==> config.mk <==
export PLATFORM = sky130hd
export DESIGN_NAME = decode_bundle_pipe
export DESIGN_NICKNAME = d
export VERILOG_FILES = /design/src/rtl/decode_bundle_pipe.sv
export SDC_FILE = /design/constraint.sdc
export NUM_CORES = 1
export LEC_CHECK = 0
export ABC_AREA = 1
export CELL_PAD_IN_SITES_DETAIL_PLACEMENT = 1
export CELL_PAD_IN_SITES_GLOBAL_PLACEMENT = 2
export CORE_MARGIN = 2
export CORE_UTILIZATION = 30
export CTS_BUF_LIST = sky130_fd_sc_hd__clkbuf_4
export CTS_CLUSTER_DIAMETER = 60
export DETAILED_ROUTE_END_ITERATION = 12
export MAX_ROUTING_LAYER = met4
export PLACE_DENSITY_LB_ADDON = 0.1
export SLEW_MARGIN = 20
export SYNTH_ARGS = -nofsm -noshare
export SYNTH_HDL_FRONTEND = slang
export SYNTH_SLANG_ARGS = --single-unit
==> constraint.sdc <==
create_clock -name clk -period 2.1 [get_ports clk]
set_input_delay 0.315 -clock clk [delete_from_list [all_inputs] [get_ports clk]]
set_output_delay 0.315 -clock clk [all_outputs]
set_load 0.02 [all_outputs]
==> src/rtl/decode_bundle_pipe.sv <==
// -----------------------------------------------------------------------------
// decode_bundle_pipe
//
// Pipeline stage between decode and execute for the packed decoded-control
// word. It is a two-entry skid buffer (head + skid) with valid/ready on both
// sides and a synchronous flush for branch/jump redirects. While out_valid is
// low, the side-effect fields selected by KILL_MASK are forced to zero, so an
// idle or flushed slot always reads as a NOP. A saturating bubble counter
// counts cycles where execute was ready but nothing was offered.
//
// Ports:
//   clk         in   1       clock, rising edge
//   rst_n       in   1       asynchronous active-low reset
//   in_word     in   DATA_W  control word from decode
//   in_valid    in   1       in_word valid this cycle
//   in_ready    out  1       stage can accept this cycle (registered)
//   out_word    out  DATA_W  head word to execute, masked when not valid
//   out_valid   out  1       head entry holds a valid word
//   out_ready   in   1       execute consumes the head this cycle
//   flush       in   1       synchronous kill of held and incoming words
//   occupancy   out  2       number of valid entries, 0..2
//   bubble_cnt  out  CNT_W   saturating count of bubble cycles
//   cnt_clr     in   1       synchronous clear of bubble_cnt
// -----------------------------------------------------------------------------
module decode_bundle_pipe #(
    parameter int unsigned       DATA_W    = 40,
    parameter logic [DATA_W-1:0] KILL_MASK = 40'h00_027F_8000,
    parameter int unsigned       CNT_W     = 16
) (
    input  logic              clk,
    input  logic              rst_n,
    input  logic [DATA_W-1:0] in_word,
    input  logic              in_valid,
    output logic              in_ready,
    output logic [DATA_W-1:0] out_word,
    output logic              out_valid,
    input  logic              out_ready,
    input  logic              flush,
    output logic [1:0]        occupancy,
    output logic [CNT_W-1:0]  bubble_cnt,
    input  logic              cnt_clr
);

    logic              head_v;
    logic              skid_v;
    logic [DATA_W-1:0] head_d;
    logic [DATA_W-1:0] skid_d;
    logic              acc;
    logic              deq;

    // in_ready depends only on registered state, so there is no combinational
    // path from out_ready back to the decoder.
    assign in_ready  = !skid_v;
    assign acc       = in_valid & in_ready;
    assign deq       = head_v & out_ready;

    assign out_valid = head_v;
    assign out_word  = head_v ? head_d : (head_d & ~KILL_MASK);
    assign occupancy = {1'b0, head_v} + {1'b0, skid_v};

    // Entry state. The skid entry only ever fills while the head is valid, so
    // the skid never holds data ahead of the head and order is preserved.
    // NOTE: sequential state uses non-blocking assignments so every register
    // samples the pre-edge values, regardless of statement order.
    always_ff @(posedge clk or negedge rst_n) begin
        if (!rst_n) begin
            head_v <= 1'b0;
            skid_v <= 1'b0;
            // NOTE: the data registers are reset too (not just the valids)
            // because the masked out_word is visible while idle and must read
            // as zero straight out of reset.
            head_d <= '0;
            skid_d <= '0;
        end else if (flush) begin
            // Data registers hold; masking on out_word hides their contents.
            head_v <= 1'b0;
            skid_v <= 1'b0;
        end else if (skid_v) begin
            // FULL: in_ready is low, so only a dequeue can happen.
            if (deq) begin
                head_d <= skid_d;
                skid_v <= 1'b0;
            end
        end else if (head_v) begin
            // ONE
            if (acc && deq) begin
                head_d <= in_word;
            end else if (acc) begin
                skid_d <= in_word;
                skid_v <= 1'b1;
            end else if (deq) begin
                head_v <= 1'b0;
            end
        end else if (acc) begin
            // EMPTY
            head_d <= in_word;
            head_v <= 1'b1;
        end
    end

    // Bubble counter: execute ready, nothing to give it. Clear wins over
    // increment; flush has no effect here.
    always_ff @(posedge clk or negedge rst_n) begin
        if (!rst_n) begin
            bubble_cnt <= '0;
        end else if (cnt_clr) begin
            bubble_cnt <= '0;
        end else if (out_ready && !head_v && (bubble_cnt != {CNT_W{1'b1}})) begin
            bubble_cnt <= bubble_cnt + CNT_W'(1);
        end
    end

endmodule

After elaboration in Yosys (flattened, before gate mapping). Index checks and enable logic that the tools add are counted.

$add $sub $neg: 2. Equality and inequality tests: 4. Multiplexer cells: 19. Bitwise gates (word level): 5. Reductions and logical operators: 9.

Operator list (number): 2-to-1 mux 40 bit (5); 2-to-1 mux 16 bit (2); 2-to-1 mux 26 bit (1); adder 16 x 1 -> 16 bit (second input constant) (1); inequality test 16 bit (second input constant) (1); 2-to-1 mux 1 bit (11); AND reduction 5 bit (1); AND reduction 4 bit (1); logical AND 1 bit (3); inequality test 3 x 1 -> 1 bit (second input constant) (1); NOT 1 bit (3); nonzero test 3 bit (1); adder 1 x 1 -> 2 bit (1); AND 1 bit (2); zero test 1 bit (2); inequality test 2 x 1 -> 1 bit (second input constant) (1); inequality test 2 bit (second input constant) (1); nonzero test 2 bit (1).

Bits in registers: 98. Input port bits: 46. Output and inout bits: 60. Word-level logic and storage cells: 44.

Longest topological paths before layout. Gate-level depths: netlist of run 1.

Depth in word-level cells: 7. Gate-level depth with buffers: 10.

Least setup slack after synthesis of run 1. No wires, ideal clock.

Path type: flip-flop to flip-flop. Start: reg bubble_cnt[0]. End: reg bubble_cnt[12]. Library setup time: 0.066 ns. Arrival: 1.592 ns. Path slack: 0.442 ns. Stages on the path, launching flop included: 10. Path buffers: 1. Period minus slack after synthesis: 1.658 ns. Cells stage by stage: dfrtp_1 ha_1 nand2_1 nor2_4 nand2_2 nor2_4 nor2_4 buf_2 nand4_1 nand2_1.

Word-level cells in the longest chain between the ends: 3. Elaborated cells between the ends (all ways): 6. Those cells by class: add/sub: 1; eq/ne: 1; mux: 2; reduce/logical: 2.

RTL lines: from (decl) (line 40) `output logic [CNT_W-1:0] bubble_cnt,`; from (signal assigned) (line 109) `bubble_cnt <= bubble_cnt + CNT_W'(1);`; adder 16 x 1 -> 16 bit / inequality test 16 bit (equally long branches) (line 109, 108); 2-to-1 mux 16 bit / logical AND 1 bit (equally long branches) (line 108) `end else if (out_ready && !head_v && (bubble_cnt != {CNT_W{1'b1}})) begin`; 2-to-1 mux 16 bit / nonzero test 2 bit (equally long branches).

Several ways; a longest one is shown, not always the timed one. The select of a mux whose other input is x is not followed. A chain may end at the register's enable or synchronous reset.

Worst setup path after layout of run 1.
Start: reg skid_v. End: out in_ready.

Word-level cells in the longest chain between the ends: 1.

RTL lines: from (decl) (line 45) `logic skid_v;`; from (signal assigned) (line 68) `skid_v <= 1'b0;`; from (signal assigned) (line 77) `skid_v <= 1'b0;`; from (signal assigned) (line 82) `skid_v <= 1'b0;`; zero test 1 bit (line 53) `assign in_ready = !skid_v;`; to (decl) (line 34) `output logic in_ready,`.

No other way between the ends.

==> results of run 1 <==
worst max-delay path, delay by kind of cell (launching register included):
kind / cells / cell delay [ns]
buffers and inverters: 2 / 0.79
DFF: 1 / 0.43
through the flow:
stage                     util [%]  instance area, µm²  hold slack, ns  power, W  cells
after floorplan                  -                4930         0.01941  0.003529    610
after global placement       37.46                5995          0.1659  0.003946    880
after detailed placement     37.46                5995          0.1668  0.004018    880
after CTS                    38.57                6171          0.1794  0.005206    899
after global routing         38.58                6173          0.1901  0.005463    900
final                        38.58                6173          0.2188  0.005099    900
synthesized netlist by cell type:
master,number
sky130_fd_sc_hd__nand4_1,14
sky130_fd_sc_hd__o21ai_1,1
sky130_fd_sc_hd__nand3b_1,1
sky130_fd_sc_hd__o21ai_0,43
sky130_fd_sc_hd__nor2_4,3
sky130_fd_sc_hd__inv_1,68
sky130_fd_sc_hd__buf_6,1
sky130_fd_sc_hd__nor3_1,1
sky130_fd_sc_hd__ha_1,4
sky130_fd_sc_hd__or2_2,1
sky130_fd_sc_hd__o21a_1,40
sky130_fd_sc_hd__a21oi_1,41
sky130_fd_sc_hd__nor2_2,1
sky130_fd_sc_hd__buf_4,31
sky130_fd_sc_hd__nand2_2,1
sky130_fd_sc_hd__inv_2,1
sky130_fd_sc_hd__dfrtp_1,98
sky130_fd_sc_hd__nand3_1,15
sky130_fd_sc_hd__nand2_1,157
sky130_fd_sc_hd__buf_2,13
sky130_fd_sc_hd__xor2_1,3
sky130_fd_sc_hd__a211oi_1,1
sky130_fd_sc_hd__clkbuf_1,15
sky130_fd_sc_hd__nor2_1,55
sky130_fd_sc_hd__nor2_8,1
per-layer routing:
metal,vias up,part of all wire [%]
met4,0,1.4
met1,2022,48
met2,70,47
met3,11,3.3
met5,-,0
li1,2033,-
path summary, 6_finish.rpt:
| check | from | end | slack, ns | depth (start not counted) |
|---|---|---|---|---|
| max in group asynchronous | rst_n | skid_v | 1.14 | 3 |
| min reg2reg | skid_d[0] | skid_d[0] | 0.51 | 2 |
| max | skid_v | in_ready | 0.11 | 2 |
| max reg2reg | bubble_cnt[1] | bubble_cnt[4] | 0.16 | 10 |
| min | rst_n | bubble_cnt[6] | 0.22 | 2 |
| min in group clk | in_word[12] | skid_d[12] | 0.42 | 3 |
report_power, final:
part | total (W) | internal (W) | switching [W]
clock | 0.00117 | 0.000499 | 0.000666
sequential | 0.00254 | 0.00230 | 0.000237
combinational | 0.00140 | 0.000649 | 0.000747
sequential cells by signal, summed over array words and instances, names as in the netlist:
register	flops
skid_d	40
head_d	40
out_valid	1
skid_v	1
bubble_cnt	16
cells by family (layout without fill, tap and decap cells):
| kind of cell | count (synthesis) | in the layout | share of synthesized area (%) |
|---|---|---|---|
| simple gates | 250 | 250 | 21.17 |
| fa+ha+maj | 4 | 4 | 1.015 |
| xor+xnor | 3 | 3 | 0.5331 |
| buf+inv | 129 | 202 | 12.66 |
| compound gates | 126 | 126 | 14.87 |
| other cells | 0 | 1 | 0 |
| flops | 98 | 98 | 49.75 |
what timing repair did:
action / 4_1_cts / 5_1_grt
hold endpoints to repair: 63 / 0
setup endpoints to repair: 12 / 0
resized for setup: 12 / 0
hold buffers: 1 / 0
buffers inserted: 2 / 0
layout make-up:
cell class | count | area share [%]
Multi-Input combinational cell | 383 | 30.10
Clock inverter | 6 | 1.439
Tap cell | 216 | 4.378
Timing Repair Buffer | 117 | 18.87
Sequential cell | 98 | 39.76
Inverter | 69 | 4.195
Clock buffer | 10 | 1.216
Antenna cell | 1 | 0.04054
==> impl_metrics.env, run 1 <==
export IMPL_grt_met1_usage_pct=19.73
export IMPL_synthDominantAreaCellType="sky130_fd_sc_hd__dfrtp_1"
export IMPL_grt_pass1_vias=4328
export IMPL_floorplan_initialDensity_pct=30.81
export IMPL_viasPerCell=4.596
export IMPL_maxSlewHeadroom_pct=50.13
export IMPL_avgRoutedWirePerCell_um=13.95
export IMPL_max_cap_violations=0
export IMPL_status="finished, final reports clean"
export IMPL_core_region_area_mm2=0.01600
export IMPL_port_buffers=105
export IMPL_cts_sinks=98
export IMPL_grt_busiest_layer="met2"
export IMPL_number_of_violations_reported_at_the_end_of_detailed_routing_iteration_0=173
export IMPL_fmaxAchievable_mhz=502.8
export IMPL_finalCritPeriodShare_pct=94.71
export IMPL_cpMaxStageDelayCell="sky130_fd_sc_hd__clkdlybuf4s50_1"
export IMPL_clock_skew_final_ns=0.01636
export IMPL_synth_seq_cells=98
export IMPL_cts_htree_levels=3
export IMPL_rsz0062_at_grt="no"
export IMPL_crit_type="reg -> out"
export IMPL_end_kind="output pin"
export IMPL_die_width_um=132.2
export IMPL_area_growth_synth_to_final_pct=25.23
export IMPL_dp_hpwl_um=8424
export IMPL_critical_path_at_ns=1.67
export IMPL_setup_tns_final_ns=0
export IMPL_firstDrtPassIters=4
export IMPL_final_wtd_congestion=0.7476
export IMPL_critical_path_data_required_time_ns=1.78
export IMPL_cts_root_buf="sky130_fd_sc_hd__clkbuf_4"
export IMPL_seq_area_mm2=0.002455
export IMPL_final_max_slew_violation_count=0
export IMPL_clock_tree_buffer_depth=2
export IMPL_fillCellCount=1942
export IMPL_path_max_fanout=6
export IMPL_die_area_mm2=0.01747
export IMPL_worstSkewPairLatency_ns=0.46
export IMPL_finalCriticalPeriod_ns=1.989
export IMPL_leakagePower_nw=2.869
export IMPL_drt_drc_violations_left=0
export IMPL_number_of_antenna_violations_at_the_first_check_in_global_routing=1
export IMPL_crit_chain="inv_1 > clkdlybuf4s50_1"
export IMPL_synth_distinct_cells=25
export IMPL_pre_cts_slack_ns=0.1511
export IMPL_max_stage_delay_on_crit_path_ns=0.64
export IMPL_layout_cell_share_with_drive_strength_beyond_1_pct=5.564
export IMPL_synth_warnings=0
export IMPL_grt_start_max_net_pins=81
export IMPL_worst_voltage_drop_across_the_vdd_grid_mv=0.2790
export IMPL_vias=4136
export IMPL_detail_route_antenna_nets=0
export IMPL_grt_util_met3_pct=2.345
export IMPL_routed_wirelength_um=12560
export IMPL_cellPowerDensity_mw_per_mm2=826.0
export IMPL_max_slew_worst_pin_slew_ns=0.7480
export IMPL_cts_tree="built"
export IMPL_die_height_um=132.2
export IMPL_rows=46
export IMPL_mostFrequentLayoutCells="157 x sky130_fd_sc_hd__nand2_1, 96 x sky130_fd_sc_hd__dfrtp_1, 93 x sky130_fd_sc_hd__clkdlybuf4s50_1"
export IMPL_worst_setup_hold_path_clk_slew_ns=0.15
export IMPL_syn_nets=660
export IMPL_groute_layer_met2_usage_pct=24.68
export IMPL_layout_commonest_cell="sky130_fd_sc_hd__nand2_1"
export IMPL_synth_top_area_share_pct=49.75
export IMPL_tritoncts_buffer_count=9
export IMPL_hold_crit_class="in -> async"
export IMPL_final_hold_violation_count=0
export IMPL_timing_final_ws_setup_ns=0.1112
export IMPL_report_final_setup_viol=0
export IMPL_aggregate_global_routing_overflow=0
export IMPL_multi_input_area_mm2=0.001858
export IMPL_first_pass_grt_wire_length_um=21320
export IMPL_total_routing_usage_reported_by_global_routing_pct=15.29
export IMPL_synthesis_area_mm2=0.004930
export IMPL_finish_net_count=728
export IMPL_post_synth_cell_area_avg_um2=8.082
export IMPL_top_level_ports=106
export IMPL_yosysSeqAreaShare_pct=49.75
export IMPL_netlist_top_cells_area="sky130_fd_sc_hd__dfrtp_1 50%, sky130_fd_sc_hd__nand2_1 12%, sky130_fd_sc_hd__o21a_1 6.1%"
export IMPL_synth_cells=610
export IMPL_worstSetupStartpointType="register"
Note: power is estimated with default switching activity, not from simulation.
==> run 2, diff against run 1 <==
SETUP_SLACK_MARGIN = 0.15   (was default)
==> impl_metrics.env, run 2 (synthesis results as in run 1) <==
export IMPL_status="finished, final reports clean"
export IMPL_end_kind="output pin"
export IMPL_worstSetupStartpointType="register"
export IMPL_clock_skew_final_ns=0.01578
export IMPL_detail_route_antenna_nets=0
export IMPL_first_pass_grt_wire_length_um=21360
export IMPL_switching_power_w=0.001655
export IMPL_cellPowerDensity_mw_per_mm2=822.1
export IMPL_finalCritPeriodShare_pct=88.53
export IMPL_total_routing_usage_reported_by_global_routing_pct=15.32
export IMPL_worstSkewPairLatency_ns=0.46
export IMPL_viasPerCell=4.576
export IMPL_report_final_setup_viol=0
export IMPL_die_height_um=132.2
export IMPL_grt_start_max_net_pins=81
export IMPL_layout_cell_share_with_drive_strength_beyond_1_pct=8.297
export IMPL_p_clk_share_pct=22.8
export IMPL_cts_sinks=98
export IMPL_top_regs="head_d (40), skid_d (40), bubble_cnt (16)"
export IMPL_worst_setup_hold_path_clk_slew_ns=0.15
export IMPL_grt_pass1_vias=4343
export IMPL_max_stage_delay_on_crit_path_ns=0.63
export IMPL_multi_input_area_mm2=0.001866
export IMPL_port_buffers=105
export IMPL_power_share_combinational_pct=27.5
export IMPL_number_of_violations_reported_at_the_end_of_detailed_routing_iteration_0=149
export IMPL_rsz0062_at_grt="no"
export IMPL_path_depth=1
export IMPL_seq_area_mm2=0.002460
export IMPL_crit_chain="clkdlybuf4s50_1"
export IMPL_clock_tree_buffer_depth=2
export IMPL_top_level_ports=106
export IMPL_swShare_pct=32.38
export IMPL_drt_drc_violations_left=0
export IMPL_cts_htree_levels=3
export IMPL_finish_net_count=732
export IMPL_fmaxAchievable_mhz=537.9
export IMPL_final_wtd_congestion=0.7476
export IMPL_cts_root_buf="sky130_fd_sc_hd__clkbuf_4"
export IMPL_routed_wirelength_um=12550
export IMPL_regToRegStartpoint="bubble_cnt[0]"
export IMPL_final_max_slew_violation_count=0
export IMPL_maxSlewHeadroom_pct=49.76
export IMPL_die_area_mm2=0.01747
export IMPL_crit_type="reg -> out"
export IMPL_mostFrequentLayoutCells="157 x sky130_fd_sc_hd__nand2_1, 92 x sky130_fd_sc_hd__dfrtp_1, 83 x sky130_fd_sc_hd__clkdlybuf4s50_1"
export IMPL_rows=46
export IMPL_finalPower_w=0.005110
export IMPL_dp_hpwl_um=8424
export IMPL_critical_path_data_required_time_ns=1.78
export IMPL_seq_power_share_pct=49.7
export IMPL_core_region_area_mm2=0.01600
export IMPL_number_of_antenna_violations_at_the_first_check_in_global_routing=1
export IMPL_internal_power_w=0.003455
export IMPL_avgRoutedWirePerCell_um=13.88
export IMPL_critical_path_at_ns=1.54
export IMPL_worst_voltage_drop_across_the_vdd_grid_mv=0.2789
export IMPL_cpMaxStageDelayCell="sky130_fd_sc_hd__clkdlybuf4s50_1"
export IMPL_rrSetupSlack_ns=0.30
export IMPL_count_of_buffer_and_inverter_cells_on_the_critical_path=1
export IMPL_reg2reg_depth=11
export IMPL_layout_commonest_cell="sky130_fd_sc_hd__nand2_1"
export IMPL_leakagePower_nw=2.967
export IMPL_critPathTopFamily="buffers and inverters"
export IMPL_die_width_um=132.2
export IMPL_fillCellCount=1935
export IMPL_area_growth_synth_to_final_pct=26.09
export IMPL_max_slew_worst_pin_slew_ns=0.7536
export IMPL_max_cap_violations=0
export IMPL_final_hold_violation_count=0
export IMPL_aggregate_global_routing_overflow=0
export IMPL_timing_rr_end="bubble_cnt[7]"
export IMPL_setup_tns_final_ns=0
export IMPL_tritoncts_buffer_count=9
export IMPL_path_max_fanout=7
export IMPL_floorplan_initialDensity_pct=30.81
export IMPL_finalCriticalPeriod_ns=1.859
export IMPL_vias=4137
export IMPL_timing_critical_path_from="bubble_cnt[7]"
export IMPL_hold_crit_class="in -> async"
export IMPL_cts_tree="built"
export IMPL_end_point_of_the_critical_path="bubble_cnt[7]"
export IMPL_firstDrtPassIters=4
==> run 2: cell types whose count changed in the layout (fill, tap and decap cells not counted), moves of 2 or more <==
cell,delta
sky130_fd_sc_hd__clkdlybuf4s50_1,-10
sky130_fd_sc_hd__dfrtp_1,-4
sky130_fd_sc_hd__dfrtp_2,+4
sky130_fd_sc_hd__dlygate4sd2_1,-5
sky130_fd_sc_hd__clkdlybuf4s15_1,+2
sky130_fd_sc_hd__clkbuf_2,+9
sky130_fd_sc_hd__dlymetal6s2s_1,+4
sky130_fd_sc_hd__buf_12,+2
==> run 2: per-layer routing <==
layer	up-vias	routed length (µm)	global-route usage, %
met4	0	177	5.018
met1	2016	6010	19.85
li1	2039	-	-
met5	-	0	-
met3	10	436	2.345
met2	72	5924	24.65
==> run 2: power groups by stage <==
stage	clock, W	combinational, W	sequential (W)
6_report	0.00117	0.00141	0.00254
5_1_grt	0.00131	0.00157	0.00260
4_1_cts	0.00123	0.00144	0.00254
3_5_place_dp	0	0.00143	0.00258
3_3_place_gp	0	0.00138	0.00257
2_1_floorplan	0	0.00102	0.00251
==> run 2: area by class of cell <==
class,count,area share (%)
sequential,98,39.57
multi-input combinational,383,30.01
timing repair buffer,121,19.22
inverter,69,4.167
antenna,1,0.04026
tap,216,4.348
clock buffer,10,1.208
clock inverter,6,1.429
==> run 2: worst min-delay path by stage <==
stage | slack, ns | end | cells past startpoint
CTS | 0.18 | bubble_cnt[1] | 2
finish | 0.22 | bubble_cnt[1] | 2
detailed placement | 0.17 | bubble_cnt[0] | 1
global placement | 0.17 | bubble_cnt[0] | 1
global route | 0.19 | bubble_cnt[0] | 2
floorplan | 0.02 | bubble_cnt[0] | 0
==> run 2: worst reg2reg max path, stage by stage (launching register included) <==
cell and delay (ns):
sky130_fd_sc_hd__dfrtp_1 0.45, sky130_fd_sc_hd__ha_2 0.23, sky130_fd_sc_hd__nand2_1 0.09, sky130_fd_sc_hd__nor2_4 0.18
sky130_fd_sc_hd__nand2_4 0.09, sky130_fd_sc_hd__nor2_4 0.14, sky130_fd_sc_hd__nor2_4 0.04, sky130_fd_sc_hd__buf_6 0.17
sky130_fd_sc_hd__nor2_8 0.13, sky130_fd_sc_hd__buf_12 0.13, sky130_fd_sc_hd__nand2_1 0.05, sky130_fd_sc_hd__nand2_1 0.07
==> run 2: stage by stage <==
step                setup slack [ns]  hold WS, ns  instance area [µm²]  cells  util, %
finish                        0.2409       0.2219                 6216    904    38.85
global route                  0.1505       0.1899                 6216    904    38.85
CTS                           0.1436       0.1794                 6208    901    38.80
detailed placement            0.1511       0.1668                 5995    880    37.46
global placement              0.2303       0.1659                 5995    880    37.46
floorplan                     0.4422      0.01941                 4930    610        -
==> run 2: what timing repair did <==
action,4_1_cts,5_1_grt
resized for setup,23,27
pin swaps,1,3
hold buffers,1,0
setup endpoints to repair,21,29
buffers inserted,4,2
endpoints found under the hold margin,63,0
==> run 3, diff against run 2 <==
CELL_PAD_IN_SITES_DETAIL_PLACEMENT = default   (was 1)
CELL_PAD_IN_SITES_GLOBAL_PLACEMENT = default   (was 2)
CORE_UTILIZATION = 35   (was 30)
SETUP_SLACK_MARGIN = 0.1   (was 0.15)
==> impl_metrics.env, run 3 (synthesis results as in run 1) <==
export IMPL_fmaxAchievable_mhz=518.9
export IMPL_reg2reg_depth=9
export IMPL_worst_setup_hold_path_clk_slew_ns=0.15
export IMPL_path_depth=1
export IMPL_setup_tns_final_ns=0
export IMPL_final_max_slew_violation_count=0
export IMPL_cellPowerDensity_mw_per_mm2=788.7
export IMPL_top_level_ports=106
export IMPL_leakagePower_nw=2.852
export IMPL_count_of_buffer_and_inverter_cells_on_the_critical_path=1
export IMPL_dp_hpwl_um=7461
export IMPL_worstSetupStartpointType="register"
export IMPL_avgRoutedWirePerCell_um=12.89
export IMPL_finalCritPeriodShare_pct=91.76
export IMPL_die_width_um=122.7
export IMPL_report_final_setup_viol=0
export IMPL_first_pass_grt_wire_length_um=19030
export IMPL_hold_crit_class="in -> async"
export IMPL_die_area_mm2=0.01505
export IMPL_end_kind="output pin"
export IMPL_worstSkewPairLatency_ns=0.45
export IMPL_fillCellCount=1387
export IMPL_max_slew_worst_pin_slew_ns=0.6174
export IMPL_aggregate_global_routing_overflow=0
export IMPL_multi_input_area_mm2=0.001858
export IMPL_cts_root_buf="sky130_fd_sc_hd__clkbuf_4"
export IMPL_crit_chain="clkdlybuf4s50_1"
export IMPL_rsz0062_at_grt="yes"
export IMPL_number_of_violations_reported_at_the_end_of_detailed_routing_iteration_0=239
export IMPL_die_height_um=122.7
export IMPL_seq_area_mm2=0.002455
export IMPL_routed_wirelength_um=11110
export IMPL_grt_start_max_net_pins=81
export IMPL_mostFrequentLayoutCells="157 x sky130_fd_sc_hd__nand2_1, 96 x sky130_fd_sc_hd__dfrtp_1, 91 x sky130_fd_sc_hd__clkdlybuf4s50_1"
export IMPL_vias=4005
export IMPL_detail_route_antenna_nets=0
export IMPL_status="finished, final reports clean"
export IMPL_rows=43
export IMPL_path_max_fanout=6
export IMPL_number_of_antenna_violations_at_the_first_check_in_global_routing=0
export IMPL_top_regs="head_d (40), skid_d (40), bubble_cnt (16)"
export IMPL_cts_htree_levels=3
export IMPL_layout_cell_share_with_drive_strength_beyond_1_pct=5.132
export IMPL_max_cap_violations=0
export IMPL_drt_drc_violations_left=0
export IMPL_critical_path_at_ns=1.61
export IMPL_viasPerCell=4.646
export IMPL_finalCriticalPeriod_ns=1.927
export IMPL_finish_net_count=727
export IMPL_critical_path_data_required_time_ns=1.78
export IMPL_critPathTopFamily="buffers and inverters"
export IMPL_total_routing_usage_reported_by_global_routing_pct=16.46
export IMPL_antenna_cells_inserted=0
export IMPL_port_buffers=105
export IMPL_maxSlewHeadroom_pct=58.84
export IMPL_firstDrtPassIters=7
export IMPL_tritoncts_buffer_count=9
export IMPL_floorplan_initialDensity_pct=35.65
export IMPL_cpMaxStageDelayCell="sky130_fd_sc_hd__clkdlybuf4s50_1"
export IMPL_area_growth_synth_to_final_pct=23.05
export IMPL_core_region_area_mm2=0.01383
export IMPL_cts_tree="built"
export IMPL_worst_voltage_drop_across_the_vdd_grid_mv=0.3658
export IMPL_final_hold_violation_count=0
export IMPL_clock_tree_buffer_depth=2
export IMPL_cts_sinks=98
export IMPL_clock_skew_final_ns=0.006629
export IMPL_grt_pass1_vias=3876
export IMPL_crit_type="reg -> out"
export IMPL_finalPower_w=0.004784
export IMPL_final_wtd_congestion=0.7835
export IMPL_max_stage_delay_on_crit_path_ns=0.66
export IMPL_layout_commonest_cell="sky130_fd_sc_hd__nand2_1"
-- run 3: power by group --
group / leakage, nW / switching, W / total [W] / internal (W)
clock: 0.0629 / 0.000627 / 0.000876 / 0.000249
sequential: 1.20 / 0.000234 / 0.00253 / 0.00230
combinational: 1.59 / 0.000726 / 0.00137 / 0.000647
total: 2.85 / 0.00159 / 0.00478 / 0.00320
-- run 3: layer usage --
| metal | vias up | track usage, % | part of all wire [%] |
|---|---|---|---|
| li1 | 2030 | - | - |
| met1 | 1884 | 21.84 | 48 |
| met2 | 80 | 25.41 | 46 |
| met3 | 11 | 2.602 | 3.8 |
| met4 | 0 | 6.178 | 1.5 |
| met5 | - | - | 0 |
-- run 3: layout make-up --
| cell class | instances | area share, % |
|---|---|---|
| sequential | 98 | 40.47 |
| multi-input combinational | 383 | 30.63 |
| timing repair buffer | 116 | 19.12 |
| inverter | 69 | 4.270 |
| tap | 180 | 3.713 |
| clock buffer | 10 | 1.238 |
| clock inverter | 6 | 0.5569 |
-- run 3: final timing paths --
| check | start | endpoint | slack (ns) |
|---|---|---|---|
| min | rst_n | skid_d[7] | 0.40 |
| max | bubble_cnt[6] | bubble_cnt[6] | 0.17 |
| min reg2reg | skid_d[30] | skid_d[30] | 0.50 |
| max reg2reg | bubble_cnt[0] | bubble_cnt[4] | 0.29 |
| max in group asynchronous | rst_n | bubble_cnt[7] | 0.99 |
| min in group clk | in_word[20] | skid_d[20] | 0.43 |
-- run 3: metrics by stage --
step	cells	setup slack (ns)	area (µm²)	util, %	hold WS (ns)
global route	862	0.07735	6066	43.87	0.4208
detailed placement	845	0.1655	5957	43.08	0.3620
global placement	845	0.2579	5957	43.08	0.3764
finish	862	0.1730	6066	43.87	0.4038
CTS	862	0.1168	6061	43.83	0.3800
floorplan	610	0.4422	4930	-	0.01941
-- run 3: timing repair --
| action | in CTS | in global routing |
|---|---|---|
| hold endpoints to repair | 43 | 0 |
| resized for setup | 12 | 4 |
| setup buffers | 0 | 0 |
| endpoints found under the setup margin | 12 | 4 |
| hold buffers | 1 | 0 |
